$ cat config.mk
export PLATFORM = sky130hd
export DESIGN_NAME = qdr_arb2_flat
export DESIGN_NICKNAME = d
export VERILOG_FILES = /design/src/rtl/qdr_arb2_if.sv /design/src/rtl/qdr_arb2.sv /design/src/flat_wrapper.sv
export SDC_FILE = /design/constraint.sdc
export NUM_CORES = 1
export LEC_CHECK = 0
export CAP_MARGIN = 20
export CORE_AREA = 2 2 219 221
export DETAILED_ROUTE_END_ITERATION = 8
export DIE_AREA = 0 0 221 223
export PLACE_DENSITY = 0.36
export SLEW_MARGIN = 20
export SYNTH_ARGS = -nofsm -noshare
export SYNTH_HDL_FRONTEND = slang
export SYNTH_SLANG_ARGS = --single-unit
$ cat constraint.sdc
create_clock -name qdr_clk -period 5.4 [get_ports qdr_clk]
set_clock_uncertainty 0.05 [all_clocks]
set_input_delay 1.62 -clock qdr_clk [delete_from_list [all_inputs] [get_ports qdr_clk]]
set_output_delay 1.62 -clock qdr_clk [all_outputs]
set_load 0.05 [all_outputs]
$ cat src/rtl/qdr_arb2_if.sv
// qdr_arb2_if: one QDR user-port burst link (req/ack, 2-beat 72-bit bursts).
// The same bundle is used for each requesting master and for the link to
// the QDR controller.  The arbiter takes the slave view of each master and
// the master view of the controller.
interface qdr_arb2_if;
    logic        req;
    logic        ack;
    logic [31:0] addr;
    logic        r;
    logic        w;
    logic [71:0] d;
    logic [7:0]  be;
    logic [71:0] q;
    logic        qvld;

    // Requester side: issues bursts, sees acceptance and read data.
    modport master (output req, addr, r, w, d, be, input ack, q);
    // Responder side: accepts bursts, returns ack and tagged read data.
    modport slave  (input req, addr, r, w, d, be, output ack, q, qvld);
endinterface

$ cat src/rtl/qdr_arb2.sv
// qdr_arb2: two-master arbiter in front of one QDR controller user port.
// Grants one 2-beat burst at a time, steers address/control/write beats
// from the owner, and routes read-data valid back to the owner through a
// latency-tag shift register.
// Build option: define QDR_ARB_FIXED_PRIO_EN for fixed priority (master 0
// wins every tie); left undefined the arbiter is round-robin.
module qdr_arb2 #(
    parameter int QDR_LATENCY = 10          // ack cycle to first read beat, 2..31
) (
    input  logic        qdr_clk,
    input  logic        qdr_rst_n,
    qdr_arb2_if.slave   m0,
    qdr_arb2_if.slave   m1,
    qdr_arb2_if.master  qdr
);
    localparam int DEPTH = QDR_LATENCY + 1;

    typedef enum logic [1:0] {
        IDLE   = 2'd0,
        OWN    = 2'd1,
        SECOND = 2'd2
    } state_t;

    state_t      state_q, state_d;
    logic        owner_q, owner_d;
`ifndef QDR_ARB_FIXED_PRIO_EN
    logic        last_q, last_d;
`endif
    logic        grant;

    logic        own_req, own_r, own_w;
    logic [31:0] own_addr;
    logic [71:0] own_d;
    logic [7:0]  own_be;

    logic        req_c, r_c, w_c, ack0_c, ack1_c, push_c;
    logic [31:0] addr_c;
    logic [71:0] d_c;
    logic [7:0]  be_c;

    logic [DEPTH-1:0] tag_rd_q, tag_rd_d, tag_own_q, tag_own_d;

    // Owner's view of the request bundle
    assign own_req  = owner_q ? m1.req  : m0.req;
    assign own_r    = owner_q ? m1.r    : m0.r;
    assign own_w    = owner_q ? m1.w    : m0.w;
    assign own_addr = owner_q ? m1.addr : m0.addr;
    assign own_d    = owner_q ? m1.d    : m0.d;
    assign own_be   = owner_q ? m1.be   : m0.be;

    // Arbiter state, owner and round-robin history
    always_ff @(posedge qdr_clk or negedge qdr_rst_n) begin
        if (!qdr_rst_n) begin
            state_q <= IDLE;
            owner_q <= 1'b0;
`ifndef QDR_ARB_FIXED_PRIO_EN
            last_q  <= 1'b1;            // so master 0 wins the first tie
`endif
        end else begin
            state_q <= state_d;
            owner_q <= owner_d;
`ifndef QDR_ARB_FIXED_PRIO_EN
            last_q  <= last_d;
`endif
        end
    end

    // Next-state, grant selection and controller-side steering
    always_comb begin
        state_d = state_q;
        owner_d = owner_q;
`ifndef QDR_ARB_FIXED_PRIO_EN
        last_d  = last_q;
`endif
        grant   = 1'b0;
        req_c   = 1'b0;
        r_c     = 1'b0;
        w_c     = 1'b0;
        addr_c  = '0;
        d_c     = '0;
        be_c    = '0;
        ack0_c  = 1'b0;
        ack1_c  = 1'b0;
        push_c  = 1'b0;
        case (state_q)
            IDLE: begin
                if (m0.req && m1.req) begin
`ifdef QDR_ARB_FIXED_PRIO_EN
                    grant = 1'b0;
`else
                    grant = ~last_q;
`endif
                end else begin
                    grant = m1.req;
                end
                if (m0.req || m1.req) begin
                    owner_d = grant;
`ifndef QDR_ARB_FIXED_PRIO_EN
                    last_d  = grant;
`endif
                    state_d = OWN;
                end
            end
            OWN: begin
                req_c  = own_req;
                addr_c = own_addr;
                d_c    = own_d;
                be_c   = own_be;
                r_c    = own_req & own_r;
                w_c    = own_req & own_w & ~own_r;   // read wins a r/w conflict
                if (!own_req) begin
                    state_d = IDLE;                  // owner withdrew: abort
                end else if (qdr.ack) begin
                    state_d = SECOND;
                    push_c  = 1'b1;
                    ack0_c  = ~owner_q;
                    ack1_c  = owner_q;
                end
            end
            SECOND: begin
                // second write beat still comes from the owner
                addr_c  = own_addr;
                d_c     = own_d;
                be_c    = own_be;
                state_d = IDLE;
            end
            default: state_d = IDLE;
        endcase
    end

    assign qdr.req  = req_c;
    assign qdr.r    = r_c;
    assign qdr.w    = w_c;
    assign qdr.addr = addr_c;
    assign qdr.d    = d_c;
    assign qdr.be   = be_c;
    assign m0.ack   = ack0_c;
    assign m1.ack   = ack1_c;
    assign m0.q     = qdr.q;
    assign m1.q     = qdr.q;

    // Tag pipeline: stage 0 loads at the ack, each stage shifts one deeper
    genvar gi;
    generate
        for (gi = 0; gi < DEPTH; gi++) begin : g_tag
            if (gi == 0) begin : g_head
                assign tag_rd_d[gi]  = push_c & r_c;
                assign tag_own_d[gi] = owner_q;
            end else begin : g_body
                assign tag_rd_d[gi]  = tag_rd_q[gi-1];
                assign tag_own_d[gi] = tag_own_q[gi-1];
            end
        end
    endgenerate

    // Shift register of {read, owner} tags; cleared by reset to drop in-flight reads
    always_ff @(posedge qdr_clk or negedge qdr_rst_n) begin
        if (!qdr_rst_n) begin
            tag_rd_q  <= '0;
            tag_own_q <= '0;
        end else begin
            tag_rd_q  <= tag_rd_d;
            tag_own_q <= tag_own_d;
        end
    end

    // Beat 0 sits in stage LATENCY-1, beat 1 in the last stage
    assign m0.qvld = (tag_rd_q[QDR_LATENCY-1] & ~tag_own_q[QDR_LATENCY-1]) |
                     (tag_rd_q[QDR_LATENCY]   & ~tag_own_q[QDR_LATENCY]);
    assign m1.qvld = (tag_rd_q[QDR_LATENCY-1] &  tag_own_q[QDR_LATENCY-1]) |
                     (tag_rd_q[QDR_LATENCY]   &  tag_own_q[QDR_LATENCY]);
endmodule
$ cat src/flat_wrapper.sv
// flat-port wrapper written by rule: the top's interface ports become plain ports
module qdr_arb2_flat 
#(
    parameter int QDR_LATENCY = 10                                                
)
  (qdr_clk, qdr_rst_n, m0_req, m0_addr, m0_r, m0_w, m0_d, m0_be, m0_ack, m0_q, m0_qvld, m1_req, m1_addr, m1_r, m1_w, m1_d, m1_be, m1_ack, m1_q, m1_qvld, qdr_req, qdr_addr, qdr_r, qdr_w, qdr_d, qdr_be, qdr_ack, qdr_q);
  qdr_arb2_if m0_i ();
  qdr_arb2_if m1_i ();
  qdr_arb2_if qdr_i ();
  input  logic qdr_clk;
  input  logic qdr_rst_n;
  input wire logic [$bits(m0_i.req)-1:0] m0_req;
  input wire logic [$bits(m0_i.addr)-1:0] m0_addr;
  input wire logic [$bits(m0_i.r)-1:0] m0_r;
  input wire logic [$bits(m0_i.w)-1:0] m0_w;
  input wire logic [$bits(m0_i.d)-1:0] m0_d;
  input wire logic [$bits(m0_i.be)-1:0] m0_be;
  output wire logic [$bits(m0_i.ack)-1:0] m0_ack;
  output wire logic [$bits(m0_i.q)-1:0] m0_q;
  output wire logic [$bits(m0_i.qvld)-1:0] m0_qvld;
  input wire logic [$bits(m1_i.req)-1:0] m1_req;
  input wire logic [$bits(m1_i.addr)-1:0] m1_addr;
  input wire logic [$bits(m1_i.r)-1:0] m1_r;
  input wire logic [$bits(m1_i.w)-1:0] m1_w;
  input wire logic [$bits(m1_i.d)-1:0] m1_d;
  input wire logic [$bits(m1_i.be)-1:0] m1_be;
  output wire logic [$bits(m1_i.ack)-1:0] m1_ack;
  output wire logic [$bits(m1_i.q)-1:0] m1_q;
  output wire logic [$bits(m1_i.qvld)-1:0] m1_qvld;
  output wire logic [$bits(qdr_i.req)-1:0] qdr_req;
  output wire logic [$bits(qdr_i.addr)-1:0] qdr_addr;
  output wire logic [$bits(qdr_i.r)-1:0] qdr_r;
  output wire logic [$bits(qdr_i.w)-1:0] qdr_w;
  output wire logic [$bits(qdr_i.d)-1:0] qdr_d;
  output wire logic [$bits(qdr_i.be)-1:0] qdr_be;
  input wire logic [$bits(qdr_i.ack)-1:0] qdr_ack;
  input wire logic [$bits(qdr_i.q)-1:0] qdr_q;
  assign m0_i.req = m0_req;
  assign m0_i.addr = m0_addr;
  assign m0_i.r = m0_r;
  assign m0_i.w = m0_w;
  assign m0_i.d = m0_d;
  assign m0_i.be = m0_be;
  assign m0_ack = m0_i.ack;
  assign m0_q = m0_i.q;
  assign m0_qvld = m0_i.qvld;
  assign m1_i.req = m1_req;
  assign m1_i.addr = m1_addr;
  assign m1_i.r = m1_r;
  assign m1_i.w = m1_w;
  assign m1_i.d = m1_d;
  assign m1_i.be = m1_be;
  assign m1_ack = m1_i.ack;
  assign m1_q = m1_i.q;
  assign m1_qvld = m1_i.qvld;
  assign qdr_req = qdr_i.req;
  assign qdr_addr = qdr_i.addr;
  assign qdr_r = qdr_i.r;
  assign qdr_w = qdr_i.w;
  assign qdr_d = qdr_i.d;
  assign qdr_be = qdr_i.be;
  assign qdr_i.ack = qdr_ack;
  assign qdr_i.q = qdr_q;
  qdr_arb2 #(.QDR_LATENCY(QDR_LATENCY)) u_core (.qdr_clk(qdr_clk), .qdr_rst_n(qdr_rst_n), .m0(m0_i), .m1(m1_i), .qdr(qdr_i));
endmodule
## Word-level counts from Yosys, hierarchy flattened

Index checks and enable logic that the tools add are counted.

- Equal/unequal tests: 4
- Muxes and demuxes: 26
- Reduce and logical (&&, ||, !) cells: 6
- Bitwise logic cells: 15

Operator list:

| cell | number |
|---|---|
| two-way mux 72 bit | 2 |
| two-way mux 32 bit | 2 |
| two-way mux 1 bit | 16 |
| two-way mux 8 bit | 2 |
| AND 1 bit | 8 |
| two-way mux 2 bit | 3 |
| inverter 1 bit | 5 |
| case mux 2 bit (2 select lines) | 1 |
| AND reduction 2 bit | 2 |
| != test 3 bit (second input constant) | 1 |
| == test 2 x 1 -> 1 bit (second input constant) | 1 |
| == test 2 bit (second input constant) | 1 |
| zero test 2 bit | 1 |
| != test 2 x 1 -> 1 bit (second input constant) | 1 |
| bitwise OR 1 bit | 2 |
| OR reduction 2 bit | 1 |
| logical AND 1 bit | 1 |
| logical OR 1 bit | 1 |

- Bits of input ports: 305
- Bits in registers: 26
- Word-level logic and storage cells: 56

## Longest topological paths before layout

Gate-level depths: netlist of the first run.

- Word-level depth: 4
- Gate-level depth with buffers: 5
- Mapped depth without buffers: 5

## Worst setup path after synthesis of the first run

Ideal clock, no wire load.

- Path type: input to output
- Start point: input port m0_req
- End point: output port qdr_r
- Buffers on the path: 0
- Path slack: 1.194 ns
- Required time: 3.730 ns
- Stages: 3
- Arrival: 2.536 ns
- Cells stage by stage: nor2b_1 > a2bb2oi_1 > nor2b_1

- Word-level cells in the longest chain between the ends: 3

Ends and longest elaborated chain:

| what | RTL line | RTL |
|---|---|---|
| start: declaration | flat_wrapper.sv:12 | `input wire logic [$bits(m0_i.req)-1:0] m0_req;` |
| two-way mux 1 bit | qdr_arb2.sv:44 | `assign own_req = owner_q ? m1.req : m0.req;` |
| AND 1 bit | qdr_arb2.sv:109 | `r_c = own_req & own_r;` |
| two-way mux 1 bit | qdr_arb2.sv:85 | `case (state_q)` |
| end: declaration | flat_wrapper.sv:32 | `output wire logic [$bits(qdr_i.r)-1:0] qdr_r;` |

No other way between the ends.

## Worst setup path after layout of the first run

- Start point: input port m1_d[3]
- End point: output port qdr_d[3]

- Word-level cells in the longest chain between the ends: 2

Ends and longest elaborated chain:

| what | RTL line | RTL |
|---|---|---|
| start: declaration | flat_wrapper.sv:25 | `input wire logic [$bits(m1_i.d)-1:0] m1_d;` |
| two-way mux 72 bit | qdr_arb2.sv:48 | `assign own_d = owner_q ? m1.d : m0.d;` |
| two-way mux 72 bit | qdr_arb2.sv:85 |  |
| end: declaration | flat_wrapper.sv:34 | `output wire logic [$bits(qdr_i.d)-1:0] qdr_d;` |

No other way between the ends.

==> flow_results.org, run 1 <==
** Status
- The flow ran to the end, and the final reports show no timing, DRC or antenna violations.

** Logic synthesis
- Synthesis instantiated 24 different standard cells from the library.
- After synthesis, the share of cell area in mux cells is 0.2927.
- Count of flip-flops with a built-in enable after synthesis :: 0
- The share of synthesized area in the top cell type comes to 0.2860.
- Of the total synthesized cell area, the portion taken by full adders, half adders and majority gates is 0.01277.
- During synthesis, Yosys emitted a total of 0 warnings.
- Post-synthesis average cell area :: 8.597 µm²
- In the synthesized netlist, the number of instances is 456.
- Counting flops with an async set or reset pin after synthesis yields a share of 1.000.
- Xor-xnor portion of the synthesized cell area :: 0
- The share of the synthesized area in compound gates (AO/OA/AOI/OAI) is 0.01851.
- Total nets after synthesis :: 765
- For this run, the leading register cell type out of synthesis is dfrtp_1.
- Netlist Area Pre-Place :: 3920 µm²
- The biggest area contributor in the post-synthesis netlist is mux2i_1.
- The synthesized design contains 26 register bits.
- Of the total synthesized cell area, the portion taken by AND, OR, NAND and NOR gates is 0.1969.
- By area the synthesized netlist is led by mux2i_1 (29%), buf_4 (29%), nor2b_1 (18%), dfrtp_1 (16%), ha_1 (1.3%).
- After synthesis, the largest family of logic cells by area is buffers and inverters.
- Proportion of synthesized chip area in sequential cells :: 0.1663

** GRT
- Global Route Usage Sum :: 0.06418
- Remaining global-route overflow :: 0
- Vias in the first global route :: 3863
- Global-route wire length before repair :: 24.29 mm
- The initial antenna violation count is 2.
- Largest net degree at the start of global routing :: 60

** Finish
- Number of nets in the layout :: 961
- For this run, the number of standard cells in the final layout without fillers is 1267.
- Layout cells sized above 1 :: 0.03840
- Synthesis-to-finish area growth :: 82.89%
- The layout has 5325 filler cells.
- Area of all sequential standard cells :: 655.6 µm²
- The multi-input combinational cells in the finished layout cover a total of 2054 µm².

** Place
- Buffers added on ports :: 351
- Including well taps, the total number of placed cells is 1262.
- Last weighted congestion value of the routability-driven placer :: 0.7338
- HPWL after DPL :: 14.51 mm

** Clock network
- Clk buf depth :: 2
- Clock root cell :: clkbuf_16
- Number of clock sinks :: 26
- After clock tree synthesis, the repair step resized 0 gates.
- Buffer count from post-CTS setup fixing :: 0
- Clock tree from TritonCTS :: built
- The number of clock buffers added by TritonCTS is 3.
- CTS HTree Levels :: 1
- Worst skew pair latency :: 0.26 ns
- After clock tree synthesis, the flow added hold-fix buffers numbering 0.
- After clock tree synthesis, the clock-pin slew on the worst setup and hold paths is 0.06 ns.

** Critical path
- Data arrives at the worst endpoint at 3.24 ns.
- By startpoint and endpoint, the worst setup path is classified as in2out.
- The critical path starts at m1_d[3].
- The worst setup path is captured at an output port.
- Buf/Inv on CP :: 2
- Top fanout value on the critical path :: 1
- Data on the critical path is required at its endpoint by 3.73 ns.
- Top cell family by delay on the critical path :: buffers and inverters
- The startpoint identified for the worst register-to-register timing path is u_core.owner_q$_DFFE_PN0P_.
- Most common cell type on the critical path :: clkdlybuf4s50_1
- Series of cell instances along the critical path :: clkdlybuf4s50_1 > mux2i_1 > nor2b_1 > clkdlybuf4s50_1
- The largest individual stage delay along the critical path comes from the cell clkdlybuf4s50_1.
- Type of origin of the critical path :: input port
- In this design, the stage delay of the slowest critical-path cell is 0.85 ns.

** Power
- Static leakage :: 2.788 nW
- Power after layout :: 0.004818 W
- Power Density :: 672.0 nW/µm²
- VDD sags by at most 0.3332 mV.

** Min path
- Worst hold-check path type :: reg2reg
- HP Start :: u_core.tag_rd_q[5]$_DFF_PN0_

** STA
- Setup violations remaining at the end of the flow were counted as 0.
- Slew at the pin with the worst max-slew slack :: 0.5561 ns
- Timing would allow up to 0.2037 GHz.
- Setup total negative slack :: 0 ns
- Period Utilization, post-route :: 0.9093
- The number of max-slew violations in the final report came to 0.
- Hold Fails Final Rpt :: 0
- The worst path in the final design needs a cycle of 4.910 ns, including I/O delays and setup.
- Slew headroom :: 0.6281
- Unrepaired setup endpoints after global routing :: false

** Routing
- For this block, the via count after detailed routing is 3612.
- Drc violations :: 0
- Total detailed-routing wirelength :: 17.17 mm
- Vias/cell :: 2.851
- In this run, the number of DRC markers left after iteration 0 of detailed routing was 78.
- Antenna violation net count after detailed routing :: 0
- Total iterations of the first detailed-routing run :: 4
- Post-DR wirelength/cell :: 13.55 µm

** Floorplan
- Die area :: 49280 µm²
- Number of top-level pins :: 568
- The region available for standard cell placement spans 47150 µm².
- For this configuration, the core starts out at a cell density of 0.08315.
- Overall die width :: 221 µm
- Standard-cell rows :: 80
- The floorplan step set the die height to 223 µm.

** Run
- Max-cap violations in this run came to 0.
==> worst paths after layout <==
kind,to,slack (ns),depth (start not counted)
min in group asynchronous,u_core.tag_rd_q[10]$_DFF_PN0_,1.68,2
setup / recovery,qdr_d[3],0.49,4
setup reg to reg,u_core.state_q[0]$_DFFE_PN0P_,3.25,5
hold / removal,u_core.tag_rd_q[6]$_DFF_PN0_,0.30,0
max in group asynchronous,u_core.last_q$_DFFE_PN1P_,3.32,2
hold reg to reg,u_core.tag_rd_q[6]$_DFF_PN0_,0.30,0
==> worst reg2reg max path, cell delays in order (launching register included) <==
cell	delay (ns)
dfrtp_4	0.54
buf_12	0.27
buf_4	0.29
mux2_2	0.39
a21boi_1	0.19
mux2_4	0.31
==> layer usage <==
metal  share of wire  track usage  wire length [µm]
met4          0.0055     0.006711                94
met2            0.51       0.1173              8780
met1            0.37      0.06868              6408
met5         0.00076            0                13
met3            0.11      0.03095              1869
==> power by group <==
part / switching, W / leakage, nW / internal [W]
logic: 0.00275 / 2.42 / 0.00160
registers: 0.0000431 / 0.328 / 0.000260
clock network: 0.0000648 / 0.0382 / 0.000101
==> cells in the mapped netlist (2+ instances only) <==
master / n
a31oi_1: 2
clkbuf_1: 12
a21oi_1: 4
buf_4: 149
nand2_1: 4
buf_2: 8
inv_1: 6
nor2_1: 3
nor2b_1: 115
mux2i_1: 112
dfrtp_1: 25
ha_1: 4
==> registers in the layout (all words and copies together) (netlist names) <==
signal	flops
u_core.tag_own_q	11
u_core.tag_rd_q	11
u_core.last_q	1
u_core.owner_q	1
u_core.state_q	2
==> area by class of cell <==
type                       count  share of cell area
inverter                       6            0.003141
antenna                        1           0.0003490
sequential                    26             0.09145
multi-input combinational    255              0.2866
timing repair buffer         360              0.5002
tap                          615              0.1073
clock buffer                   4             0.01099
==> kinds of logic (layout without fill, tap and decap cells) <==
logic type,Yosys count,in the layout
simple gates,126,126
flops,26,26
other cells,0,1
mux,114,114
fa+ha+maj,4,4
compound gates,11,11
buf+inv,175,370
==> cell usage in the layout, fill, tap and decap left out, drive strengths merged, types with 2 or more instances in the layout <==
cell,netlist,final
clkdlybuf4s50,0,343
nor2b,115,115
mux2i,112,112
dfrtp,25,25
buf,157,17
inv,6,6
nand2,4,4
a21oi,4,4
ha,4,4
clkbuf,12,4
nor2,3,3
a31oi,2,2
mux2,2,2
==> metrics by stage <==
step | util | setup WS [ns] | hold WS (ns) | instance area [µm²]
floorplan | - | 1.194 | 0.2812 | 3920
global placement | 0.1503 | 0.5211 | 0.2824 | 7088
detailed placement | 0.1503 | 0.5357 | 0.2847 | 7088
CTS | 0.1520 | 0.5194 | 0.2972 | 7167
global route | 0.1520 | 0.4627 | 0.3041 | 7167
finish | 0.1521 | 0.4899 | 0.2962 | 7169
No activity file was read; power rests on OpenSTA's default activity.
==> inputs of run 2 (changes only) <==
Settings changed: ABC_AREA set to 1, CORE_AREA 2 2 219 221 to 2 2 220 222, DIE_AREA 0 0 221 223 to 0 0 222 224, GPL_ROUTABILITY_DRIVEN set to 1, PLACE_DENSITY 0.36 to 0.35, SKIP_LAST_GASP set to 1.
==> flow_results.org, run 2 <==
** Status
- Outcome :: finished clean

** Routing
- Antenna violation net count after detailed routing :: 0
- Vias/cell :: 3.071
- Drc violations :: 0
- The first routing iteration left 148 violations.
- The final route contains 4263 vias.
- The final layout contains routed wiring with a total length of 21.83 mm.
- In the final routed layout, each cell accounts on average for 15.72 µm.
- The first TritonRoute pass finished after 4 iterations.

** Critical path
- Capturing point of the worst reg2reg path :: u_core.tag_rd_q[0]$_DFF_PN0_
- In this run the register-to-register setup slack is 3.67 ns.
- Critical R2R Launch :: u_core.owner_q$_DFFE_PN0P_
- The critical path is of the in2out type.
- The worst register-to-register path has a depth of 5.
- In this run the worst path has a maximum fanout of 4.
- Sort of element at the end of the critical path :: output port
- Type of origin of the critical path :: input port
- Worst EP required :: 3.73 ns
- Critical path arrival :: 3.32 ns

** Logic synthesis
- Distinct cell type count of the synthesized netlist :: 21
- For this run, asynchronously set or reset flops after synthesis account for 1.000.
- The synthesized design spends more area on one cell type than any other, namely buf_4.
- Synthesis produced 591 cells.
- Flip-flop and latch count after synthesis :: 26
- Synth top area cells :: buf_4 (30%), nor2_1 (24%), dfrtp_1 (17%), o21ai_0 (16%), buf_6 (2.2%)
- Netlist Area Pre-Place :: 3602 µm²
- Count of yosys warnings during synthesis :: 0
- Synthesis produced a netlist with a net count of 900.
- Of the synthesized area, sequential elements account for 0.1810.
- Averaged over all synthesized cells, the footprint is 6.095 µm².
- By instance count, the leading cell after synthesis is nor2_1.
- Count of flip-flops with a built-in enable after synthesis :: 0
- Top cells by instance count after synthesis :: nor2_1 (229), buf_4 (145), o21ai_0 (114)
- Most used DFF post-synth :: dfrtp_1
- Area share of the largest cell type after synthesis :: 0.3022

** Place
- At the end of routability-driven placement, the weighted congestion stood at 0.7776.
- Buffers added on ports :: 351
- HPWL after DPL :: 18.40 mm
- Post-Place Cell Area :: 6698 µm²

** Clock network
- CTS placed an instance of clkbuf_16 at the clock tree root.
- Clock-pin slew reported for the worst setup and hold paths after clock tree synthesis :: 0.06 ns
- After clock tree synthesis, the flow added hold-fix buffers numbering 0.
- TritonCTS created 3 clock buffers.
- In this run the post-CTS setup repair buffer count came out at 0.
- CTS built an H-tree with a depth of 1.
- The longest clock path from root to sink contains 2 buffers.
- Clock tree from TritonCTS :: built
- The later pin in the worst-skew pair is clocked with a latency of 0.25 ns.
- Number of clock sinks :: 26
- Resized cells post-CTS :: 0

** STA
- Slew at the pin with the worst max-slew slack :: 0.5672 ns
- Setup violations remaining at the end of the flow were counted as 0.
- After routing, the total negative slack on setup checks comes to 0 ns.
- Min Clock Period, post-route :: 4.989 ns
- Measured against its own limit, the worst slew margin works out to 0.6207.
- Of the available clock period, the critical path in the final layout requires 0.9238.
- Top achievable clock speed :: 0.2005 GHz
- Final Max Slew Viols :: 0
- Hold Fails Final Rpt :: 0
- Setup repair after global routing left no endpoint under its margin.

** Floorplan
- The initial utilization of the core area, before any placement, comes to 0.07608.
- The initialized floorplan defines 80 standard-cell rows.
- From left edge to right edge, the die measures 222 µm.
- Die area :: 49730 µm²
- Number of top-level pins :: 568
- After floorplanning, the core was sized to cover 47350 µm².
- Height of the die :: 224 µm

** Finish
- The library cell used most frequently in the layout, excluding fill and tap cells, is clkdlybuf4s50_1.
- Area of all sequential standard cells :: 655.6 µm²
- Diodes inserted :: 0
- After filler insertion, the fill cell instance count of the layout stands at 5479.
- Post-route cell area :: 6787 µm²
- Relative to the synthesized area, the layout overhead comes to 88.40%.
- Number of nets in the layout :: 1083
- The top cell types in the final layout, fill and taps aside, are clkdlybuf4s50_1 (347), nor2_1 (229), o21ai_0 (114), dfrtp_1 (24), nand2_1 (19).
- Layout cells sized above 1 :: 0.02975
- Multi-input logic area :: 1629 µm²
- Registers with the highest flip-flop counts :: u_core.tag_own_q (11), u_core.tag_rd_q (11), u_core.state_q (2)

** GRT
- For this run, global-route usage on met2 was measured as 0.1598.
- Global routing finished with a remaining overflow of 0.
- Global-route wire length before repair :: 29.61 mm
- Routing usage on met3 :: 0.03817
- Met1 layer usage reported by global route :: 0.07358
- After global routing, the most crowded layer is met2.
- The initial antenna violation count came to 0.
- Vias in the first global route :: 4260
- Entering global routing, the biggest net connects 68 pins.
- Global Route Usage Sum :: 0.07975

** Power
- The analysis attributes to cell leakage a power of 2.554 nW.
- Worst-case vdd ir drop :: 0.2989 mV
- Power Density :: 748.6 nW/µm²

** Min path
- Hold endpoint :: u_core.tag_rd_q[9]$_DFF_PN0_
- Worst hold-check path type :: reg2reg
- Hold Path Depth :: 0
- HP Start :: u_core.tag_rd_q[8]$_DFF_PN0_

** Run
- Reported max-cap violation count :: 0
==> run 2: cell type report <==
type                       instances  share of cell area
sequential                        26             0.09661
multi-input combinational        376              0.2400
tap                              615              0.1134
inverter                           8            0.004794
clock buffer                       4             0.01309
timing repair buffer             359              0.5321
==> run 2: kinds of logic after synthesis <==
family	Yosys count	synth area share
AOI/OAI and AO/OA	118	0.1660
and+or+nand+nor	254	0.2688
adders and majority gates	4	0.01389
buffers and inverters	189	0.3703
DFF	26	0.1810
==> run 2: critical path, cell delays in order <==
cell and delay [ns]:
clkdlybuf4s50_1 0.51, nand2_1 0.08, nand2_1 0.15, nand2_1 0.06
inv_1 0.08, clkdlybuf4s50_1 0.80
==> run 2: metrics by stage <==
stage / utilization / hold slack [ns] / power (W) / setup slack, ns / std cells
after floorplan: - / 0.2812 / 0.003564 / 1.106 / 591
after global placement: 0.1416 / 0.2846 / 0.004991 / 0.4453 / 1384
after detailed placement: 0.1415 / 0.2864 / 0.004956 / 0.4176 / 1384
after CTS: 0.1433 / 0.2995 / 0.005155 / 0.4126 / 1388
after global routing: 0.1433 / 0.3039 / 0.005376 / 0.3410 / 1388
final: 0.1433 / 0.2971 / 0.005080 / 0.4113 / 1388
==> run 2: report_power, final <==
group | switching (W) | internal, W
logic | 0.00317 | 0.00142
clock network | 0.0000617 | 0.000113
registers | 0.0000525 | 0.000260
==> run 2: how the worst max path moves through the flow <==
| stage | start | endpoint | slack, ns | depth (start not counted) |
|---|---|---|---|---|
| floorplan | m1_req | qdr_r | 1.11 | 4 |
| global placement | m0_req | qdr_req | 0.45 | 6 |
| detailed placement | m0_req | qdr_req | 0.42 | 6 |
| CTS | m0_req | qdr_req | 0.41 | 6 |
| global route | m0_req | qdr_req | 0.34 | 6 |
| finish | m0_req | qdr_req | 0.41 | 6 |
==> run 2: per-layer routing <==
layer | up-vias | wire (µm)
li1 | 2076 | -
met1 | 1811 | 7014
met2 | 357 | 11880
met3 | 19 | 2599
met4 | 0 | 333
met5 | - | 0
